[config.mk]
export PLATFORM = sky130hd
export DESIGN_NAME = vga_fb_scanout_flat
export DESIGN_NICKNAME = d
export VERILOG_FILES = /design/src/rtl/vga_fb_scanout_if.sv /design/src/rtl/vga_fb_scanout.sv /design/src/flat_wrapper.sv
export SDC_FILE = /design/constraint.sdc
export NUM_CORES = 1
export LEC_CHECK = 0
export CORE_MARGIN = 2
export CORE_UTILIZATION = 55
export DETAILED_ROUTE_END_ITERATION = 12
export PLACE_DENSITY = 0.9
export SYNTH_ARGS = -nofsm -noshare
export SYNTH_HDL_FRONTEND = slang
export SYNTH_SLANG_ARGS = --single-unit
[constraint.sdc]
create_clock -name clk -period 3.6 [get_ports clk]
set_clock_uncertainty 0.2 [all_clocks]
set_input_delay 0.72 -clock clk [delete_from_list [all_inputs] [get_ports clk]]
set_output_delay 0.72 -clock clk [all_outputs]
set_load 0.02 [all_outputs]
[src/rtl/vga_fb_scanout_if.sv]
// Display-port link between the VGA scan-out engine and the dual-port frame-buffer RAM.
// The read data arrives one clk after the word address.
interface vga_fb_scanout_if;
    logic [14:0] vga_addr;
    logic [15:0] vga_data;

    modport master (output vga_addr, input  vga_data);
    modport slave  (input  vga_addr, output vga_data);
endinterface

[src/rtl/vga_fb_scanout.sv]
// VGA scan-out engine: 1 bpp frame buffer (16 pixels/word) to hsync/vsync/RGB332.
// 50 MHz clk with an internal /2 pixel enable; every output is delayed one pixel from the counters.
module vga_fb_scanout #(
    parameter int unsigned H_VIS          = 640,
    parameter int unsigned H_FP           = 16,
    parameter int unsigned H_SYNC         = 96,
    parameter int unsigned H_BP           = 48,
    parameter int unsigned V_VIS          = 480,
    parameter int unsigned V_FP           = 10,
    parameter int unsigned V_SYNC         = 2,
    parameter int unsigned V_BP           = 33,
    parameter logic [14:0] FB_BASE        = 15'h0000,
    parameter int unsigned WORDS_PER_LINE = H_VIS / 16
) (
    input  logic                    clk,
    input  logic                    rst_n,
    vga_fb_scanout_if.master        fb,
    input  logic [7:0]              fg_color,
    input  logic [7:0]              bg_color,
    output logic                    hsync,
    output logic                    vsync,
    output logic [7:0]              rgb,
    output logic                    frame_start
);

    localparam int unsigned H_TOTAL = H_VIS + H_FP + H_SYNC + H_BP;
    localparam int unsigned V_TOTAL = V_VIS + V_FP + V_SYNC + V_BP;
    localparam int unsigned HW      = $clog2(H_TOTAL);
    localparam int unsigned VW      = $clog2(V_TOTAL);
    localparam int unsigned AW      = 15;
    localparam int unsigned DW      = 16;

    logic          pe;
    logic [HW-1:0] hcount;
    logic [VW-1:0] vcount;
    logic [AW-1:0] line_base;
    logic [AW-1:0] addr_q;
    logic          fetch_q;
    logic [DW-1:0] hold;
    logic [DW-1:0] shifter;
    logic          video_ok;

    logic          h_last_c;
    logic          v_last_c;
    logic          hs_c;
    logic          vs_c;
    logic          vis_c;
    logic          word_fetch_c;
    logic          pre_fetch_c;
    logic          load_c;
    logic          pix_bit_c;
    logic [AW-1:0] next_base_c;

    assign fb.vga_addr = addr_q;

    // Timing decode and fetch scheduling from the current counter values.
    always_comb begin
        h_last_c     = 1'b0;
        v_last_c     = 1'b0;
        hs_c         = 1'b1;
        vs_c         = 1'b1;
        vis_c        = 1'b0;
        word_fetch_c = 1'b0;
        pre_fetch_c  = 1'b0;
        load_c       = 1'b0;
        pix_bit_c    = 1'b0;
        next_base_c  = FB_BASE;

        h_last_c = (hcount == HW'(H_TOTAL - 1));
        v_last_c = (vcount == VW'(V_TOTAL - 1));
        hs_c     = !((hcount >= HW'(H_VIS + H_FP)) && (hcount < HW'(H_VIS + H_FP + H_SYNC)));
        vs_c     = !((vcount >= VW'(V_VIS + V_FP)) && (vcount < VW'(V_VIS + V_FP + V_SYNC)));
        vis_c    = (hcount < HW'(H_VIS)) && (vcount < VW'(V_VIS));

        // Words 1..N-1 go out 8 pixels before they are needed; word 0 is prefetched on the previous line.
        word_fetch_c = (vcount < VW'(V_VIS)) && (hcount[3:0] == 4'd8) && (hcount < HW'(H_VIS - 8));
        pre_fetch_c  = (hcount == HW'(H_TOTAL - 8)) && ((vcount < VW'(V_VIS - 1)) || v_last_c);
        next_base_c  = v_last_c ? FB_BASE : AW'(line_base + AW'(WORDS_PER_LINE));

        // The shifter holds the word already advanced by one, so a load pixel comes straight from hold.
        load_c    = vis_c && (hcount[3:0] == 4'd0);
        pix_bit_c = load_c ? hold[DW-1] : shifter[DW-1];
    end

    // Pixel enable and raster counters.
    always_ff @(posedge clk or negedge rst_n) begin
        if (!rst_n) begin
            pe     <= 1'b0;
            hcount <= '0;
            vcount <= '0;
        end else begin
            pe <= ~pe;
            if (pe) begin
                if (h_last_c) begin
                    hcount <= '0;
                    vcount <= v_last_c ? '0 : VW'(vcount + VW'(1));
                end else begin
                    hcount <= HW'(hcount + HW'(1));
                end
            end
        end
    end

    // Address generation and read-data capture; data is taken at the pe after the fetch, once the RAM latency has elapsed.
    always_ff @(posedge clk or negedge rst_n) begin
        if (!rst_n) begin
            addr_q    <= FB_BASE;
            line_base <= FB_BASE;
            fetch_q   <= 1'b0;
            hold      <= '0;
        end else if (pe) begin
            if (pre_fetch_c) begin
                addr_q <= next_base_c;
            end else if (word_fetch_c) begin
                addr_q <= AW'(addr_q + AW'(1));
            end
            fetch_q <= pre_fetch_c | word_fetch_c;
            if (fetch_q) begin
                hold <= fb.vga_data;
            end
            if (h_last_c && v_last_c) begin
                line_base <= FB_BASE;
            end else if (h_last_c && (vcount < VW'(V_VIS - 1))) begin
                line_base <= AW'(line_base + AW'(WORDS_PER_LINE));
            end
        end
    end

    // Pixel shifter, MSB is the leftmost pixel.
    always_ff @(posedge clk or negedge rst_n) begin
        if (!rst_n) begin
            shifter <= '0;
        end else if (pe) begin
            shifter <= load_c ? {hold[DW-2:0], 1'b0} : {shifter[DW-2:0], 1'b0};
        end
    end

    // Output registers; video_ok arms on the last pixel of the first frame so the partial frame stays black.
    always_ff @(posedge clk or negedge rst_n) begin
        if (!rst_n) begin
            hsync       <= 1'b1;
            vsync       <= 1'b1;
            rgb         <= '0;
            frame_start <= 1'b0;
            video_ok    <= 1'b0;
        end else if (pe) begin
            hsync       <= hs_c;
            vsync       <= vs_c;
            rgb         <= (vis_c && video_ok) ? (pix_bit_c ? fg_color : bg_color) : 8'h00;
            frame_start <= (hcount == '0) && (vcount == '0);
            if (h_last_c && v_last_c) begin
                video_ok <= 1'b1;
            end
        end else begin
            frame_start <= 1'b0;
        end
    end

endmodule
[src/flat_wrapper.sv]
// flat-port wrapper written by rule: the top's interface ports become plain ports
module vga_fb_scanout_flat 
#(
    parameter int unsigned H_VIS          = 640,
    parameter int unsigned H_FP           = 16,
    parameter int unsigned H_SYNC         = 96,
    parameter int unsigned H_BP           = 48,
    parameter int unsigned V_VIS          = 480,
    parameter int unsigned V_FP           = 10,
    parameter int unsigned V_SYNC         = 2,
    parameter int unsigned V_BP           = 33,
    parameter logic [14:0] FB_BASE        = 15'h0000,
    parameter int unsigned WORDS_PER_LINE = H_VIS / 16
)
  (clk, rst_n, fg_color, bg_color, hsync, vsync, rgb, frame_start, fb_vga_addr, fb_vga_data);
  vga_fb_scanout_if fb_i ();
  input  logic clk;
  input  logic rst_n;
  input  logic [7:0] fg_color;
  input  logic [7:0] bg_color;
  output logic hsync;
  output logic vsync;
  output logic [7:0] rgb;
  output logic frame_start;
  output wire logic [$bits(fb_i.vga_addr)-1:0] fb_vga_addr;
  input wire logic [$bits(fb_i.vga_data)-1:0] fb_vga_data;
  assign fb_vga_addr = fb_i.vga_addr;
  assign fb_i.vga_data = fb_vga_data;
  vga_fb_scanout #(.H_VIS(H_VIS), .H_FP(H_FP), .H_SYNC(H_SYNC), .H_BP(H_BP), .V_VIS(V_VIS), .V_FP(V_FP), .V_SYNC(V_SYNC), .V_BP(V_BP), .FB_BASE(FB_BASE), .WORDS_PER_LINE(WORDS_PER_LINE)) u_core (.clk(clk), .rst_n(rst_n), .fb(fb_i), .fg_color(fg_color), .bg_color(bg_color), .hsync(hsync), .vsync(vsync), .rgb(rgb), .frame_start(frame_start));
endmodule
-- Word level (Yosys, flattened, before mapping)
Index checks and enable logic that the tools add are counted.
- add/sub/neg operators: 4
- order comparisons: 8
- equal/unequal tests: 4
- muxes and demuxes: 12
- bitwise gates (word level): 2
- reductions and logical operators: 24
- operators with widths (operator ; number):
    2-to-1 mux 15 bit ; 5
    equality test 10 bit (second input constant) ; 3
    < comparator 10 bit (second input constant) ; 3
    < comparator 10 x 9 -> 1 bit (second input constant) ; 3
    adder 10 x 1 -> 10 bit (second input constant) ; 2
    logical NOT 10 bit ; 2
    2-to-1 mux 10 bit ; 2
    2-to-1 mux 16 bit ; 1
    2-to-1 mux 8 bit ; 2
    adder 15 x 1 -> 15 bit (second input constant) ; 1
    adder 15 x 6 -> 15 bit (second input constant) ; 1
    logical AND 1 bit ; 11
    >= comparator 10 bit (second input constant) ; 1
    >= comparator 10 x 9 -> 1 bit (second input constant) ; 1
    AND reduction 2 bit ; 5
    equality test 4 bit (second input constant) ; 1
    logical NOT 4 bit ; 1
    nonzero test 2 bit ; 2
    logical NOT 1 bit ; 2
    2-to-1 mux 1 bit ; 2
    logical OR 1 bit ; 1
    inverter 1 bit ; 1
    bitwise OR 1 bit ; 1
- bits in registers: 96
- input bits: 34
- logic and storage cells: 67

-- Longest topological paths before layout
Gate-level depths: netlist of the first run.
- depth in word-level cells: 6
- mapped depth: 9
- mapped depth without buffers: 7

-- Worst setup path after synthesis of the first run
Ideal clock, no wire load.
- path type: register -> register
- start point: reg u_core.vcount[0]
- end point: reg u_core.addr_q[10] (netlist: u_core.fb.vga_addr[10])
- setup time: 123 ps
- arrival: 1858 ps
- data required time: 3277 ps
- setup slack: 1419 ps
- cell stages (with the launch flop): 8
- buffers on the path: 1
- cell sequence: dfrtp_1 > ha_1 > nand4_1 > o21a_1 > buf_2 > o211ai_2 > nand2_1 > o221a_2
- longest elaborated chain between the ends: 5
- elaborated cells between the ends (all ways): 11
- RTL lines (item ; RTL line ; source):
    start: declaration ; vga_fb_scanout.sv:35 ; logic [VW-1:0] vcount;
    start signal: assignment ; vga_fb_scanout.sv:96 ; vcount <= v_last_c ? '0 : VW'(vcount + VW'(1));
    < comparator 10 x 9 -> 1 bit, or another cell as far along ; vga_fb_scanout.sv:77 ; pre_fetch_c = (hcount == HW'(H_TOTAL - 8)) && ((vcount < VW'(V_VIS - 1)) || v_last_c);
    logical OR 1 bit / logical AND 1 bit (equally long branches) ; vga_fb_scanout.sv:77, vga_fb_scanout.sv:76 ;
    logical AND 1 bit, on equally long branches ; vga_fb_scanout.sv:77, vga_fb_scanout.sv:76 ;
    nonzero test 2 bit (no line) ; - ;
    AND reduction 2 bit (no line) ; - ;
    end signal: assignment ; vga_fb_scanout.sv:113 ; addr_q <= next_base_c;
    end signal: assignment ; vga_fb_scanout.sv:115 ; addr_q <= AW'(addr_q + AW'(1));
    end: declaration ; vga_fb_scanout.sv:37 ; logic [AW-1:0] addr_q;
Several ways; a longest one is shown, not always the timed one.
A chain may end at the register's enable or synchronous reset.

-- Final worst setup path of the first run
- start point: reg u_core.hcount[0]
- end point: reg u_core.rgb[6]
- longest elaborated chain between the ends: 6
- elaborated cells between the ends (all ways): 8
- RTL lines (item ; RTL line ; source):
    start: declaration ; vga_fb_scanout.sv:34 ; logic [HW-1:0] hcount;
    start signal: assignment ; vga_fb_scanout.sv:98 ; hcount <= HW'(hcount + HW'(1));
    < comparator 10 bit ; vga_fb_scanout.sv:73 ; vis_c = (hcount < HW'(H_VIS)) && (vcount < VW'(V_VIS));
    logical AND 1 bit ; vga_fb_scanout.sv:73 ;
    logical AND 1 bit ; vga_fb_scanout.sv:81 ; load_c = vis_c && (hcount[3:0] == 4'd0);
    2-to-1 mux 1 bit ; vga_fb_scanout.sv:82 ; pix_bit_c = load_c ? hold[DW-1] : shifter[DW-1];
    2-to-1 mux 8 bit ; vga_fb_scanout.sv:149 ; rgb <= (vis_c && video_ok) ? (pix_bit_c ? fg_color : bg_color) : 8'h00;
    2-to-1 mux 8 bit (*) ; vga_fb_scanout.sv:149 ;
    end signal: assignment ; vga_fb_scanout.sv:149 ;
    end: declaration ; vga_fb_scanout.sv:22 ; output logic [7:0] rgb,
Every way passes the cells marked *; elsewhere a longest branch is shown, timed or not.

==> impl_results.md, run 1 <==
- XOR/XNOR Fraction of Synth Area: 0.0388
- Pin count of the biggest net entering global routing: 61
- Area leader, netlist: dfrtp_1
- Vias per std cell: 6.22
- Syn nets: 500
- Primary FF master, synth: dfrtp_1
- Number of flops mapped to enable cells by yosys: 0
- Row count: 33
- Post-Syn Area: 4740 um2
- Peak VDD IR: 0.211 mV
- Buffers on Ports: 59
- Placed Cells: 606
- Worst path top cell family by delay: simple AND/OR/NAND/NOR gates
- Clock-pin transition on the worst setup and hold timing paths: 0.10 ns
- Worst path cell trace: inv_1 -> ha_1 -> nor3b_1 -> nand3_2 -> mux2i_4 -> mux2i_1 -> o2bb2ai_1
- CP peak stage delay: 0.56 ns
- Yosys top cell area share: 0.475
- Die H: 96.8 um
- Final Total Pwr: 1780 uW
- Slowest-stage cell, CP: mux2i_4
- Synth Warn #: 0
- Reg2reg setup slack: 0.84 ns
- Slew Limit Headroom: 0.442
- Full die area: 9370 um2
- Antenna violations before repair: 0
- Minimum clock period: 2.76 ns
- FF+latch count, synth: 92
- Cts repair resizes: 0
- Grt ovf: 0
- CP Class: reg -> reg
- DRT iter0 DRCs: 289
- Setup TNS: 0 ns
- CTS tree: done
- Die width: 96.8 um
- Avg WL per Cell: 16.7 um
- Arrival time at the worst endpoint: 2.81 ns
- CP Capture Type: flop
- Antenna diodes: 0
- Reg-to-reg endpoint: u_core.rgb[6]
- Worst setup margin: 0.842 ns
- Leakage: 0.00240 uW
- Worst-path maximum fanout: 16
- Syn Inst Count: 460
- Clk Tree Root Cell: clkbuf_8
- Post-synthesis compound-gate area fraction: 0.174
- Min-Delay Path Class: in -> async
- Mux contribution to synthesized area: 0.0914
- Actual slew at the worst max-slew pin: 0.832 ns
- Routed Antenna Nets: 0
- CTS buffer count: 9
- Starting Density: 0.571
- GP Congestion: 0.887
- Adder-Cell Fraction of Synth Area: 0.0158
- Hold-fix buffers, CTS: 0
- Pre-CTS WS: 0.881 ns
- Worst path bufs/invs: 1
- Layout cells sized above 1: 0.0986
- Number of remaining DRC errors: 0
- Clk_lat worst skew: 0.37 ns
- Synth top area cells: dfrtp_1 48%, mux2i_1 4.9%, mux2_2 3.8%, nor2_1 3.0%, xnor2_1 2.8%
- Maximum clock path buffer count: 2
- Final nets: 552
- Final Hold Viols: 0
- Final period util: 0.766
- Number of global-route vias before repair: 3804
- Syn_area_per_cell: 10.3 um2
- Max Cap Viol: 0
- Synth-to-layout area growth: 17.4%
- Gr usage total: 0.227
- Sequential area share after synthesis: 0.487
- Reg-to-reg startpoint: u_core.hcount[0]
- Critical Path RT: 3.65 ns
- Dpl hpwl: 7180 um
- Largest family of logic cells by synthesized area: compound AO/OA/AOI/OAI gates
- H-tree depth reported by CTS: 3
- RSZ-0062 raised after global routing: false
- Yosys cell types: 61
- Status: complete, no violations
- Top Ports: 60
- Fmax: 363 MHz
- Total number of vias: 3866
- Pwr/cell area: 320 nW/um2
- Post-synthesis async set-or-reset flop share: 1.00
- Drt pass-1 iters: 5
- Fin. max-slew vios: 0
- Setup crit start kind: flop
- Core Region: 8300 um2
- Post-synthesis simple-gate area fraction: 0.159
- Clock sink count: 92
- First-pass GRT wire length: 17800 um
- Final Setup Violations: 0
- Drt total wl: 10400 um
- Non-filler cells, final: 622
- Setup Fix Bufs, Post-CTS: 0
- R2r worst-path depth: 7
-- synth_stat cells, types with 9 or more instances --
| cell | instances |
|---|---|
| o2bb2ai_1 | 9 |
| dfrtp_1 | 90 |
| clkbuf_1 | 9 |
| mux2i_1 | 23 |
| o21ai_0 | 26 |
| xnor2_1 | 15 |
| inv_1 | 16 |
| mux2_2 | 16 |
| a21oi_1 | 24 |
| nand3_1 | 20 |
| nand4_1 | 11 |
| nand2_1 | 34 |
| buf_2 | 11 |
| nor2_1 | 38 |
-- metal layers --
layer / part of all wire / GRT usage / wire length (um) / vias to the layer above
met1: 0.43 / 0.296 / 4490 / 1890
met5: 0 / 0 / 0 / -
met4: 0.021 / 0.0910 / 216 / 0
li1: - / - / - / 1800
met2: 0.49 / 0.376 / 5070 / 154
met3: 0.058 / 0.0441 / 597 / 22
-- power by group --
| part | switching, uW | total (uW) | leakage (uW) | internal, uW |
|---|---|---|---|---|
| combinational | 33.3 | 80.2 | 0.00110 | 46.9 |
| clock | 384 | 643 | 0.0000884 | 258 |
| sequential | 8.29 | 1050 | 0.00121 | 1050 |
-- cell families (layout without fill, tap and decap cells) --
logic type / after synthesis / in the layout
AO/OA/AOI/OAI: 119 / 119
XOR/XNOR: 21 / 21
adder cells (fa/ha/maj): 6 / 6
buffers and inverters: 38 / 95
flip-flops: 92 / 92
multiplexers: 40 / 40
AND/OR/NAND/NOR: 144 / 144
-- how the worst max path moves through the flow --
stage / depth (start not counted) / end / slack [ns] / startpoint
floorplan: 7 / u_core.fb.vga_addr[10] / 1.42 / u_core.vcount[0]
global placement: 7 / u_core.rgb[7] / 0.98 / u_core.hcount[0]
detailed placement: 7 / u_core.rgb[6] / 0.88 / u_core.hcount[0]
CTS: 7 / u_core.rgb[2] / 0.85 / u_core.hcount[0]
global route: 7 / u_core.rgb[6] / 0.69 / u_core.hcount[0]
finish: 7 / u_core.rgb[6] / 0.84 / u_core.hcount[0]
-- state kept, by name (all words and copies together), names as in the netlist --
signal,flops
u_core.vcount,10
u_core.fb.vga_addr,15
u_core.hcount,10
u_core.vsync,1
u_core.frame_start,1
u_core.line_base,12
u_core.hold,16
u_core.pe,1
u_core.hsync,1
u_core.shifter,15
u_core.fetch_q,1
u_core.video_ok,1
u_core.rgb,8
-- area by class of cell --
type | count | area, um2
Tap cell | 105 | 131
Multi-Input combinational cell | 330 | 2270
Timing Repair Buffer | 63 | 618
Fill cell | 589 | 2740
Sequential cell | 92 | 2300
Inverter | 16 | 60.1
Clock buffer | 10 | 128
Clock inverter | 6 | 50.0
-- per-stage QoR --
stage | hold slack [ns] | cell area, um2 | util
final | 0.227 | 5560 | 0.670
after CTS | 0.244 | 5560 | 0.670
after global placement | 0.248 | 5380 | 0.648
after global routing | 0.280 | 5560 | 0.670
after detailed placement | 0.257 | 5380 | 0.648
after floorplan | 0.224 | 4740 | -
-- layout by cell type (no fill, tap or decap), drive strengths merged, types with 6 or more instances in the layout --
cell type and instances:
xor2 6, a21oi 24, ha 6, mux2i 24, nor3 10, mux2 16, o22ai 8, nor2 40
o32a 6, a22oi 8, clkdlybuf4s50 58, a21o 6, o21ai 30, xnor2 15, nand2 34, inv 17
dfrtp 90, nand4 11, nand3 21, clkbuf 10, o2bb2ai 9
(Power assumes the default switching activity.)
==> run 2: changes to the inputs <==
Settings changed: CORE_UTILIZATION 55 to 50, PLACE_DENSITY 0.9 to 0.87.
Clock period 3.6 ns to 2.5 ns, I/O delays scaled along.
==> run 2 against run 1 <==
  * Setup slack got worse by 0.70 ns
  * First-iteration DRC count increased by 19%
  * Routed wire length increased by 5.0%
  * Via count increased by 0.83%
  * Core utilization decreased by 4.5 points
==> impl_results.md, run 2 (synthesized netlist as in run 1, its figures left out) <==
- Status: complete, no violations (unchanged)
- Clk Tree Root Cell: clkbuf_8 (unchanged)
- Min-delay src: u_core.video_ok
- Commonest non-fill, non-tap cells in the layout: 90 x dfrtp_1, 58 x clkdlybuf4s50_1, 38 x nor2_1, 34 x nand2_1, 26 x o21ai_0 (unchanged)
- Full die area: 10300 um2 (was 9370 um2)
- Antenna diodes: 0 (unchanged)
- DRT iter0 DRCs: 343 (was 289)
- First-pass GRT wire length: 18200 um (was 17800 um)
- Synth-to-layout area growth: 21.3% (was 17.4%)
- CP peak stage delay: 0.45 ns (was 0.56 ns)
- Dpl hpwl: 7770 um (was 7180 um)
- Non-filler cells, final: 641 (was 622)
- Pin count of the biggest net entering global routing: 43 (was 61)
- Final nets: 566 (was 552)
- Grt ovf: 0 (unchanged)
- Number of global-route vias before repair: 3839 (was 3804)
- Drt pass-1 iters: 6 (was 5)
- Reg-to-reg endpoint: u_core.fb.vga_addr[10] (was u_core.rgb[6])
- Reg2reg setup slack: 0.15 ns (was 0.84 ns)
- Die width: 101 um (was 96.8 um)
- Worst-path maximum fanout: 12 (was 16)
- Final period util: 0.941 (was 0.766)
- Fin. max-slew vios: 0 (unchanged)
- Critical Path RT: 2.56 ns (was 3.65 ns)
- Pwr/cell area: 464 nW/um2 (was 320 nW/um2)
- CP Class: reg -> reg (unchanged)
- Logic pwr share: 0.046 (was 0.045)
- Biggest register: u_core.hold (unchanged)
- Vias per std cell: 6.08 (was 6.22)
- Reg-to-reg startpoint: u_core.vcount[0] (was u_core.hcount[0])
- Clock-pin transition on the worst setup and hold timing paths: 0.09 ns (was 0.10 ns)
- Max Cap Viol: 0 (unchanged)
- Total number of vias: 3898 (was 3866)
- Int Pwr: 2070 uW (was 1350 uW)
- Final Hold Viols: 0 (unchanged)
- Metal3 WL: 628 um (was 597 um)
- Worst path top cell family by delay: compound AO/OA/AOI/OAI gates (was simple AND/OR/NAND/NOR gates)
- End of the worst hold path: u_core.video_ok
- Top Ports: 60 (unchanged)
- Hold Path Depth: 1
- Maximum clock path buffer count: 2 (unchanged)
- Placed Cells: 624 (was 606)
- Clk_lat worst skew: 0.37 ns (about the same)
- CTS tree: done (unchanged)
- R2r worst-path depth: 6 (was 7)
- Actual slew at the worst max-slew pin: 0.686 ns (was 0.832 ns)
- Peak VDD IR: 0.414 mV (was 0.211 mV)
- Slowest-stage cell, CP: dfrtp_1 (was mux2i_4)
- Sequential share of power: 0.569 (was 0.593)
- Arrival time at the worst endpoint: 2.42 ns (was 2.81 ns)
- CTS buffer count: 9 (unchanged)
- Filler Cell Count: 738 (was 589)
- Core Region: 9200 um2 (was 8300 um2)
- Die H: 101 um (was 96.8 um)
- Layout cells sized above 1: 0.132 (was 0.0986)
- Avg WL per Cell: 17.0 um (was 16.7 um)
- M1 WL: 4680 um (was 4490 um)
- Max FFs per register: 16 (unchanged)
- Fmax: 425 MHz (was 363 MHz)
- Gr usage total: 0.226 (was 0.227)
- RSZ-0062 raised after global routing: false (unchanged)
- Buffers on Ports: 59 (unchanged)
- Multi-input gate area: 2300 um2 (was 2270 um2)
- Setup crit start kind: flop (unchanged)
- Minimum clock period: 2.35 ns (was 2.76 ns)
- Setup TNS: 0 ns (unchanged)
- CP Capture Type: flop (unchanged)
- Clock sink count: 92 (unchanged)
- Final Setup Violations: 0 (unchanged)
- GP Congestion: 0.873 (was 0.887)
- FF+latch area: 2300 um2 (unchanged)
- Slew Limit Headroom: 0.542 (was 0.442)
- Row count: 35 (was 33)
- Starting Density: 0.515 (was 0.571)
- Leakage: 0.00249 uW (was 0.00240 uW)
- Min-Delay Path Class: reg -> reg (was in -> async)
- Drt total wl: 10900 um (was 10400 um)
- Antenna violations before repair: 0 (unchanged)
- H-tree depth reported by CTS: 3 (unchanged)
- Max Used Layer: met4 (unchanged)
- Routed Antenna Nets: 0 (unchanged)
- Met2 wire len: 5390 um (was 5070 um)
- Worst path cell trace: ha_1 -> nand4_1 -> o21a_2 -> o211ai_4 -> nand2_1 -> o221a_2 (was inv_1 -> ha_1 -> nor3b_1 -> nand3_2 -> mux2i_4 -> mux2i_1 -> o2bb2ai_1)
- Worst path bufs/invs: 0 (was 1)
- Leading cell type in the layout, fill and taps excluded: dfrtp_1 (unchanged)
- Number of remaining DRC errors: 0 (unchanged)
- Switching power: 599 uW (was 426 uW)
- Clock network power share: 0.385 (was 0.362)
- Switching Fraction: 0.224 (was 0.240)
run 2: cell count changes in the layout (fill, tap and decap cells not counted), moves of 2 or more:
cell,delta
inv_6,+2
buf_4,+11
o21ai_1,-2
o21ai_2,+2
buf_12,+2
clkinv_4,-3
run 2: stage by stage:
stage | util | setup WS, ns | instance area (um2) | power (uW) | hold WS [ns]
final | 0.625 | 0.146 | 5750 | 2670 | 0.266
after global routing | 0.625 | 0.0111 | 5750 | 2760 | 0.300
after CTS | 0.620 | 0.0284 | 5700 | 2680 | 0.270
after detailed placement | 0.597 | 0.0509 | 5490 | 1670 | 0.248
after global placement | 0.597 | 0.103 | 5490 | 1660 | 0.250
after floorplan | - | 0.319 | 4740 | 1570 | 0.00441
run 2: what timing repair did:
action                     CTS  global route
hold endpoints to repair    40             0
hold buffers                 1             0
buffers inserted             0             1
setup endpoints to repair    0            29
resized for setup            0             7
run 2: worst max path at each step:
stage	start	endpoint	slack, ns	cells after the start
2_1_floorplan	u_core.vcount[0]	u_core.fb.vga_addr[10]	0.32	7
3_3_place_gp	u_core.vcount[0]	u_core.line_base[10]	0.10	6
3_5_place_dp	u_core.vcount[0]	u_core.line_base[11]	0.05	6
4_1_cts	u_core.vcount[0]	u_core.line_base[11]	0.03	6
5_1_grt	u_core.vcount[0]	u_core.fb.vga_addr[10]	0.01	6
6_report	u_core.vcount[0]	u_core.fb.vga_addr[10]	0.15	6
run 2: power by group through the flow:
stage	sequential [uW]	clock, uW	combinational [uW]
floorplan	1540	0	30.2
CTS	1520	1040	124
global route	1520	1110	138
detailed placement	1550	0	123
global placement	1550	0	118
finish	1520	1030	123
run 2: layout make-up:
| cell class | count | share of cell area |
|---|---|---|
| clock buffers | 10 | 0.0239 |
| clock inverters | 5 | 0.0104 |
| inverters | 16 | 0.0104 |
| multi-input cells | 330 | 0.399 |
| flip-flops and latches | 92 | 0.401 |
| well taps | 111 | 0.0242 |
| repair buffers | 77 | 0.131 |
run 2: per-layer routing:
metal / global-route usage / vias to the layer above
met5: 0 / -
met4: 0.0655 / 0
met3: 0.0524 / 23
met2: 0.372 / 148
met1: 0.300 / 1906
li1: - / 1821
==> run 3: changes to the inputs <==
Settings changed: CAP_MARGIN set to 30.
==> results of run 3 <==
The final DEF is identical to that of run 2; final timing and power are the same.
